$ cat src/rtl/us_ranger_ctrl.sv
// HC-SR04 style ranging controller: one trigger per rising edge of the request level,
// echo width timed in microsecond ticks and converted to whole centimetres.
module us_ranger_ctrl #(
    parameter int unsigned CLK_MHZ      = 100,
    parameter int unsigned TRIG_US      = 10,
    parameter int unsigned US_PER_CM    = 58,
    parameter int unsigned ECHO_WAIT_US = 1000,
    parameter int unsigned TIMEOUT_US   = 30000,
    parameter int unsigned HOLDOFF_US   = 10000,
    parameter int unsigned MAX_CM       = 400
) (
    input  logic       clk_in,
    input  logic       rst,
    input  logic       meas_req,
    input  logic       echo,
    output logic       trig,
    output logic [8:0] dist_cm,
    output logic       valid,
    output logic       timeout,
    output logic       busy
);

    localparam int unsigned PRESC_W = (CLK_MHZ > 1) ? $clog2(CLK_MHZ) : 1;
    localparam int unsigned MAX_A   = (TIMEOUT_US > HOLDOFF_US) ? TIMEOUT_US : HOLDOFF_US;
    localparam int unsigned MAX_B   = (MAX_A > ECHO_WAIT_US) ? MAX_A : ECHO_WAIT_US;
    localparam int unsigned US_MAX  = (MAX_B > TRIG_US) ? MAX_B : TRIG_US;
    localparam int unsigned US_W    = (US_MAX > 1) ? $clog2(US_MAX) : 1;
    localparam int unsigned SUB_W   = (US_PER_CM > 1) ? $clog2(US_PER_CM) : 1;

    localparam logic [PRESC_W-1:0] PRESC_LAST   = PRESC_W'(CLK_MHZ - 1);
    localparam logic [US_W-1:0]    TRIG_LAST    = US_W'(TRIG_US - 1);
    localparam logic [US_W-1:0]    ECHO_LAST    = US_W'(ECHO_WAIT_US - 1);
    localparam logic [US_W-1:0]    TIMEOUT_LAST = US_W'(TIMEOUT_US - 1);
    localparam logic [US_W-1:0]    HOLD_LAST    = US_W'(HOLDOFF_US - 1);
    localparam logic [SUB_W-1:0]   SUB_LAST     = SUB_W'(US_PER_CM - 1);
    localparam logic [8:0]         CM_SAT       = 9'(MAX_CM);

    typedef enum logic [2:0] {
        StIdle,
        StTrig,
        StWaitEcho,
        StMeasure,
        StDone,
        StTimeoutRes,
        StHoldoff
    } state_e;

    state_e             state;
    logic               req_meta, req_s, req_s_d;
    logic               echo_meta, echo_s;
    logic [PRESC_W-1:0] presc;
    logic [US_W-1:0]    us_cnt;
    logic [SUB_W-1:0]   sub_cm;
    logic [8:0]         cm;
    logic               tick;
    logic               req_rise;

    always_ff @(posedge clk_in or posedge rst) begin
        if (rst) begin
            req_meta  <= 1'b0;
            req_s     <= 1'b0;
            req_s_d   <= 1'b0;
            echo_meta <= 1'b0;
            echo_s    <= 1'b0;
        end else begin
            req_meta  <= meas_req;
            req_s     <= req_meta;
            req_s_d   <= req_s;
            echo_meta <= echo;
            echo_s    <= echo_meta;
        end
    end

    assign req_rise = req_s & ~req_s_d;
    assign tick     = (presc == PRESC_LAST);

    always_ff @(posedge clk_in or posedge rst) begin
        if (rst) begin
            state   <= StIdle;
            presc   <= '0;
            us_cnt  <= '0;
            sub_cm  <= '0;
            cm      <= '0;
            trig    <= 1'b0;
            dist_cm <= '0;
            valid   <= 1'b0;
            timeout <= 1'b0;
            busy    <= 1'b0;
        end else begin
            valid <= 1'b0;
            presc <= tick ? '0 : presc + 1'b1;
            unique case (state)
                StIdle: begin
                    if (req_rise) begin
                        state  <= StTrig;
                        trig   <= 1'b1;
                        busy   <= 1'b1;
                        presc  <= '0;
                        us_cnt <= '0;
                    end
                end
                StTrig: begin
                    if (tick) begin
                        if (us_cnt == TRIG_LAST) begin
                            state  <= StWaitEcho;
                            trig   <= 1'b0;
                            presc  <= '0;
                            us_cnt <= '0;
                        end else begin
                            us_cnt <= us_cnt + 1'b1;
                        end
                    end
                end
                StWaitEcho: begin
                    if (echo_s) begin
                        state  <= StMeasure;
                        presc  <= '0;
                        us_cnt <= '0;
                        sub_cm <= '0;
                        cm     <= '0;
                    end else if (tick) begin
                        if (us_cnt == ECHO_LAST) begin
                            state <= StTimeoutRes;
                        end else begin
                            us_cnt <= us_cnt + 1'b1;
                        end
                    end
                end
                StMeasure: begin
                    // Timeout wins over a simultaneous echo fall. The tick in the
                    // echo-low cycle still counts, balancing the cycle lost on entry.
                    if (tick && us_cnt == TIMEOUT_LAST) begin
                        state <= StTimeoutRes;
                    end else begin
                        if (tick) begin
                            us_cnt <= us_cnt + 1'b1;
                            if (sub_cm == SUB_LAST) begin
                                sub_cm <= '0;
                                if (cm != CM_SAT) begin
                                    cm <= cm + 1'b1;
                                end
                            end else begin
                                sub_cm <= sub_cm + 1'b1;
                            end
                        end
                        if (!echo_s) begin
                            state <= StDone;
                        end
                    end
                end
                StDone: begin
                    dist_cm <= cm;
                    timeout <= 1'b0;
                    valid   <= 1'b1;
                    us_cnt  <= '0;
                    state   <= StHoldoff;
                end
                StTimeoutRes: begin
                    dist_cm <= CM_SAT;
                    timeout <= 1'b1;
                    valid   <= 1'b1;
                    us_cnt  <= '0;
                    state   <= StHoldoff;
                end
                StHoldoff: begin
                    if (tick) begin
                        if (us_cnt == HOLD_LAST) begin
                            state <= StIdle;
                            busy  <= 1'b0;
                        end else begin
                            us_cnt <= us_cnt + 1'b1;
                        end
                    end
                end
                default: begin
                    state <= StIdle;
                    trig  <= 1'b0;
                    busy  <= 1'b0;
                end
            endcase
        end
    end

endmodule

$ cat config.mk
export PLATFORM = sky130hd
export DESIGN_NAME = us_ranger_ctrl
export DESIGN_NICKNAME = d
export VERILOG_FILES = /design/src/rtl/us_ranger_ctrl.sv
export SDC_FILE = /design/constraint.sdc
export NUM_CORES = 1
export LEC_CHECK = 0
export ABC_AREA = 1
export BUFFER_PORTS_ARGS = -buffer_cell sky130_fd_sc_hd__clkbuf_2
export CELL_PAD_IN_SITES_DETAIL_PLACEMENT = 2
export CELL_PAD_IN_SITES_GLOBAL_PLACEMENT = 2
export CORE_UTILIZATION = 37
export CTS_BUF_LIST = sky130_fd_sc_hd__clkbuf_4 sky130_fd_sc_hd__clkbuf_8
export CTS_CLUSTER_SIZE = 10
export DETAILED_ROUTE_END_ITERATION = 7
export PLACE_DENSITY_LB_ADDON = 0.08
export SYNTH_ARGS = -nofsm -noshare
export SYNTH_HDL_FRONTEND = slang
export SYNTH_SLANG_ARGS = --single-unit
$ cat constraint.sdc
create_clock -name clk_in -period 2.35 [get_ports clk_in]
set_input_delay 0.3525 -clock clk_in [delete_from_list [all_inputs] [get_ports clk_in]]
set_output_delay 0.3525 -clock clk_in [all_outputs]
set_load 0.005 [all_outputs]
== Word level (Yosys, flattened, before mapping) ==
Index checks and enable logic that the tools add are counted.
W data, S select, Z words.
Cells by class
  add/subtract/negate cells: 4
  eq/ne operators: 28
  multiplexer cells: 49
  bitwise logic cells: 4
  reductions and logical operators: 14
Operators with widths (count)
  $mux W15: 10
  $pmux W15 S6: 1
  $mux W9: 5
  $pmux W9 S2: 2
  $mux W7: 5
  $mux W3: 10
  $mux W6: 4
  $ne A2 B2 Y1 const B: 11
  $pmux W7 S3: 1
  $pmux W3 S6: 1
  $add A15 B1 Y15 const B: 1
  $eq A15 B10 Y1 const B: 1
  $eq A15 B14 Y1 const B: 1
  $eq A15 B15 Y1 const B: 1
  $eq A15 B4 Y1 const B: 1
  $ne A3 B3 Y1 const B: 4
  $pmux W6 S2: 1
  $reduce_and A4 Y1: 3
  $reduce_or A5 Y1: 2
  $add A9 B1 Y9 const B: 1
  $eq A3 B3 Y1 const B: 3
  $ne A9 B9 Y1 const B: 1
  $reduce_and A9 Y1: 1
  $reduce_and A8 Y1: 1
  other kinds (17): 27
Word-level totals
  flip-flop bits (word level): 58
  input port bits: 4
  output and inout bits: 13
  logic and storage cells: 114

== Depth between registers and ports, before layout ==
  depth in word-level cells: 6
  mapped depth: 13
  mapped depth without buffers: 11

== Least setup slack after synthesis ==
Ideal clock, no wire load.
  path type: reg2reg
  start point: reg us_cnt[0]
  end point: reg cm[2]
  library setup time: 0.117 ns
  data arrival time: 1.552 ns
  required time: 2.233 ns
  path slack: 0.681 ns
  cell stages (with the launch flop): 11
  buffers on the path: 1
  period minus slack after synthesis: 1.669 ns
  cells stage by stage: dfrtp_1 ha_1 nand3_2 nor2_1 nand3_1 nand2_1 nand2_1 buf_2 nand2_4 nand2_1 nand2_1
On the way
  longest elaborated chain between the ends: 4
RTL lines
  from (decl): line 52  | logic [US_W-1:0] us_cnt;
  from (signal assigned): line 110  | us_cnt <= us_cnt + 1'b1;
  from (signal assigned): line 125  | us_cnt <= us_cnt + 1'b1;
  from (signal assigned): line 136  | us_cnt <= us_cnt + 1'b1;
  $eq A15 B15 Y1: line 132  | if (tick && us_cnt == TIMEOUT_LAST) begin
  $logic_and A1 B1 Y1: line 132
  $ne A2 B2 Y1 (no source line)
  $reduce_and A6 Y1 (no source line)
  to (signal assigned): line 140  | cm <= cm + 1'b1;
  to (decl): line 54  | logic [8:0] cm;
No other way between the ends.
A chain may end at the register's enable or synchronous reset.

== Worst setup path after layout ==
  start point: reg us_cnt[1]
  end point: reg state[1]
On the way
  longest elaborated chain between the ends: 4
  elaborated cells on any way between the ends: 12
  classes of those cells: eq/ne: 8; mux: 2; reduce/logical: 2
RTL lines
  $eq A15 B15 Y1: line 132
  $logic_and A1 B1 Y1: line 132
  $ne A3 B3 Y1 (no source line) / $mux W3 (equally long branches)
  $reduce_and A8 Y1 (no source line) / $pmux W3 S6 (equally long branches)
  to (signal assigned): line 133  | state <= StTimeoutRes;
  to (signal assigned): line 147  | state <= StDone;
  to (signal assigned): line 156  | state <= StHoldoff;
  to (decl): line 48  | state_e state;
Several ways; a longest one is shown, not always the timed one.

==> impl_metrics.tcl <==
set metrics [dict create \
    status "finished, final reports clean" \
    drt_first_iter_violations 209 \
    use_met1_pct 31.7 \
    synth_xor_area_share_pct 3.93 \
    vias 3451 \
    grt_max_degree 59 \
    p_switching_w 0.00168 \
    fin_crit_ns 2.16 \
    dp.cells 641 \
    grt_pass1_wl_um 20400 \
    synth_top_family_by_area "simple AND/OR/NAND/NOR gates" \
    p_total_w 0.00396 \
    cp_max_fo 6 \
    dieArea_um2 10000 \
    fin_setup_tns_ns 0 \
    drv_cap 0 \
    hold_path.class "in2async" \
    core_area_um2 9280 \
    synth_top_area_share_pct 40.7 \
    r2r-start "us_cnt[1]" \
    setup_viol 0 \
    clock_latency_ns 0.35 \
    dp_hpwl_um 8410 \
    yosysMostFrequentCell "nand2_1" \
    pwr-share-comb_pct 37.3 \
    cts_tree "built" \
    reg2reg_depth 10 \
    synthTopCellsByCount "nand2_1 (155), nor2_1 (69), dfrtp_1 (58)" \
    gp_congestion 0.809 \
    rsz0062_at_grt "false" \
    swShare_pct 42.4 \
    postCtsSetupBuffers 0 \
    arrival_ns 2.39 \
    maxSlewHeadroom_pct 65.1 \
    via_per_inst 5.25 \
    synth_nets 512 \
    p_per_area_nw_per_um2 981 \
    design_area_um2 4040 \
    nFillCells 1159 \
    grt-busiest-layer "met2" \
    synthesis.area_um2 3570 \
    clock_path_buffers 2 \
    antenna_left 0 \
    route.detailed.drc 0 \
    antenna_cells 0 \
    io_buffer_count 16 \
    setup_ws_ns 0.194 \
    pre_cts_ws_ns 0.311 \
    grtUsageMet2_pct 48.5 \
    drt_first_pass_iters 4 \
    synthDistinctLibCells 33 \
    clock-sinks 58 \
    required_ns 2.58 \
    p_int_w 0.00228 \
    power_frac_clock_pct 29.5 \
    fp.dieH_um 100 \
    grt_usage_pct 26.5 \
    start_util_pct 38.4 \
    grt.met3_usage_pct 4.53 \
    postSynthAreaPerCell_um2 7.13 \
    die-width_um 100 \
    routed_wl_um 12000 \
    p_leak_nw 2.06 \
    synthSimpleGateAreaFrac_pct 39.9 \
    syn_inst 500 \
    grt_antenna_before_repair 0 \
    rows 35 \
    placed_area_um2 3800 \
    synth_compound_gate_area_share_pct 5.16 \
    worst_slew_pin_slew_ns 0.521 \
    critPathKind "reg2reg" \
    rrSetupSlack_ns 0.19 \
    slew_violations 0 \
    period_share_pct 91.7 \
    r2r-end "state[1]" \
    synthArstFlopShare_pct 100 \
    nNetsFinal 535 \
    synth_area_leader_cell "dfrtp_1" \
    cts_buffers 9 \
    hold_viol 0 \
    end_kind "flip-flop" \
    post_drt_wl_per_cell_um 18.2 \
    clock-root-buffer "clkbuf_8" \
    hold_buffers 0 \
    io_pins 17 \
    fin_cells 657 \
    areaGrowthSynthToFinish_pct 13.3 \
    yosys.area_share.adder_pct 2.81 \
    path_clk_slew_ns 0.07 \
    skew_ns 0.0108 \
    peakVddDrop_mv 0.348 \
    synthMuxAreaShare_pct 0 \
    yosys_warnings 0 \
    fmax_ghz 0.464 \
    drive_above_1_share_pct 11.4 \
    power_frac_seq_pct 33.2 \
    cp-start-kind "flip-flop" \
    htreeDepth 3 \
    ys_seq_area_share_pct 40.7 \
    cts_resized 0 \
    synth_flop_cell "dfrtp_1" \
    overflow 0 \
    ys_seq_elements 58 \
    netlist_top_cells_area "dfrtp_1 (41%), nand2_1 (16%), nor2_1 (7.3%)" \
    grt_pass1_vias 3920 \
    synth-edff-count 0 \
]
## critical path, cell delays in order, from the launching register on
cell,delay (ns)
dfrtp_1,0.46
ha_1,0.26
nand3_2,0.18
nor2_1,0.22
nand2_1,0.10
nand2_1,0.09
nand2_1,0.10
nor2_1,0.32
nand2_1,0.15
nand2_1,0.10
nand2_1,0.06
## metrics by stage
stage	util [%]	hold slack [ns]
2_1_floorplan	-	0.331
3_3_place_gp	40.9	0.334
3_5_place_dp	40.9	0.348
4_1_cts	43.5	0.0532
5_1_grt	43.5	0.0714
6_report	43.5	0.0326
## area by class of cell
type                            count  area [um^2]  share of cell area (%)
Clock buffer                       11          139                    3.44
Clock inverter                      5          103                    2.54
Inverter                           58          218                    5.39
Multi-Input combinational cell    376         1850                    45.7
Sequential cell                    58         1450                    35.9
Tap cell                          129          161                    3.99
Timing Repair Buffer               20          123                    3.03
## worst max path at each step
stage / from / to / slack (ns) / cells after the start
finish: us_cnt[1] / state[1] / 0.19 / 10
global route: state[0] / us_cnt[5] / 0.01 / 11
CTS: state[0] / cm[7] / 0.17 / 10
detailed placement: state[0] / cm[7] / 0.31 / 10
global placement: state[0] / cm[6] / 0.39 / 10
floorplan: rst / busy / 0.57 / 1
## power groups by stage
stage | combinational (W) | clock [W] | sequential (W)
2_1_floorplan | 0.00107 | 0 | 0.00126
3_3_place_gp | 0.00138 | 0 | 0.00131
3_5_place_dp | 0.00145 | 0 | 0.00133
4_1_cts | 0.00151 | 0.00119 | 0.00132
5_1_grt | 0.00167 | 0.00124 | 0.00133
6_report | 0.00148 | 0.00117 | 0.00131
## routing by layer
metal,wire length [um],up-vias
met3,238,17
met5,0,-
met1,5150,1736
met2,6360,45
met4,221,0
li1,-,1653
## state kept, by name, indices dropped and copies added, names as in the netlist
name,cells
us_cnt,15
cm,9
dist_cm,9
presc,7
sub_cm,6
state,3
busy,1
echo_meta,1
echo_s,1
req_meta,1
req_s,1
req_s_d,1
timeout,1
trig,1
valid,1
## placed cells by master (no fill, tap or decap), types with 3 or more instances in the layout
| cell type | instances |
|---|---|
| a21oi_1 | 5 |
| a22oi_1 | 6 |
| buf_4 | 3 |
| bufinv_16 | 3 |
| clkbuf_2 | 16 |
| clkbuf_8 | 9 |
| dfrtp_1 | 58 |
| ha_1 | 8 |
| inv_1 | 48 |
| inv_2 | 9 |
| nand2_1 | 155 |
| nand2_4 | 3 |
| nand3_1 | 50 |
| nand3_2 | 3 |
| nand3b_1 | 4 |
| nand4_1 | 18 |
| nor2_1 | 69 |
| nor2_2 | 3 |
| nor3_1 | 10 |
| o21ai_0 | 12 |
| xnor2_1 | 6 |
| xor2_1 | 10 |
## cells by family after synthesis
group,Yosys count
buffers and inverters,66
flip-flops,58
XOR/XNOR,16
AO/OA/AOI/OAI,30
adder cells (fa/ha/maj),8
AND/OR/NAND/NOR,322
No activity file was read; power rests on OpenSTA's default activity.
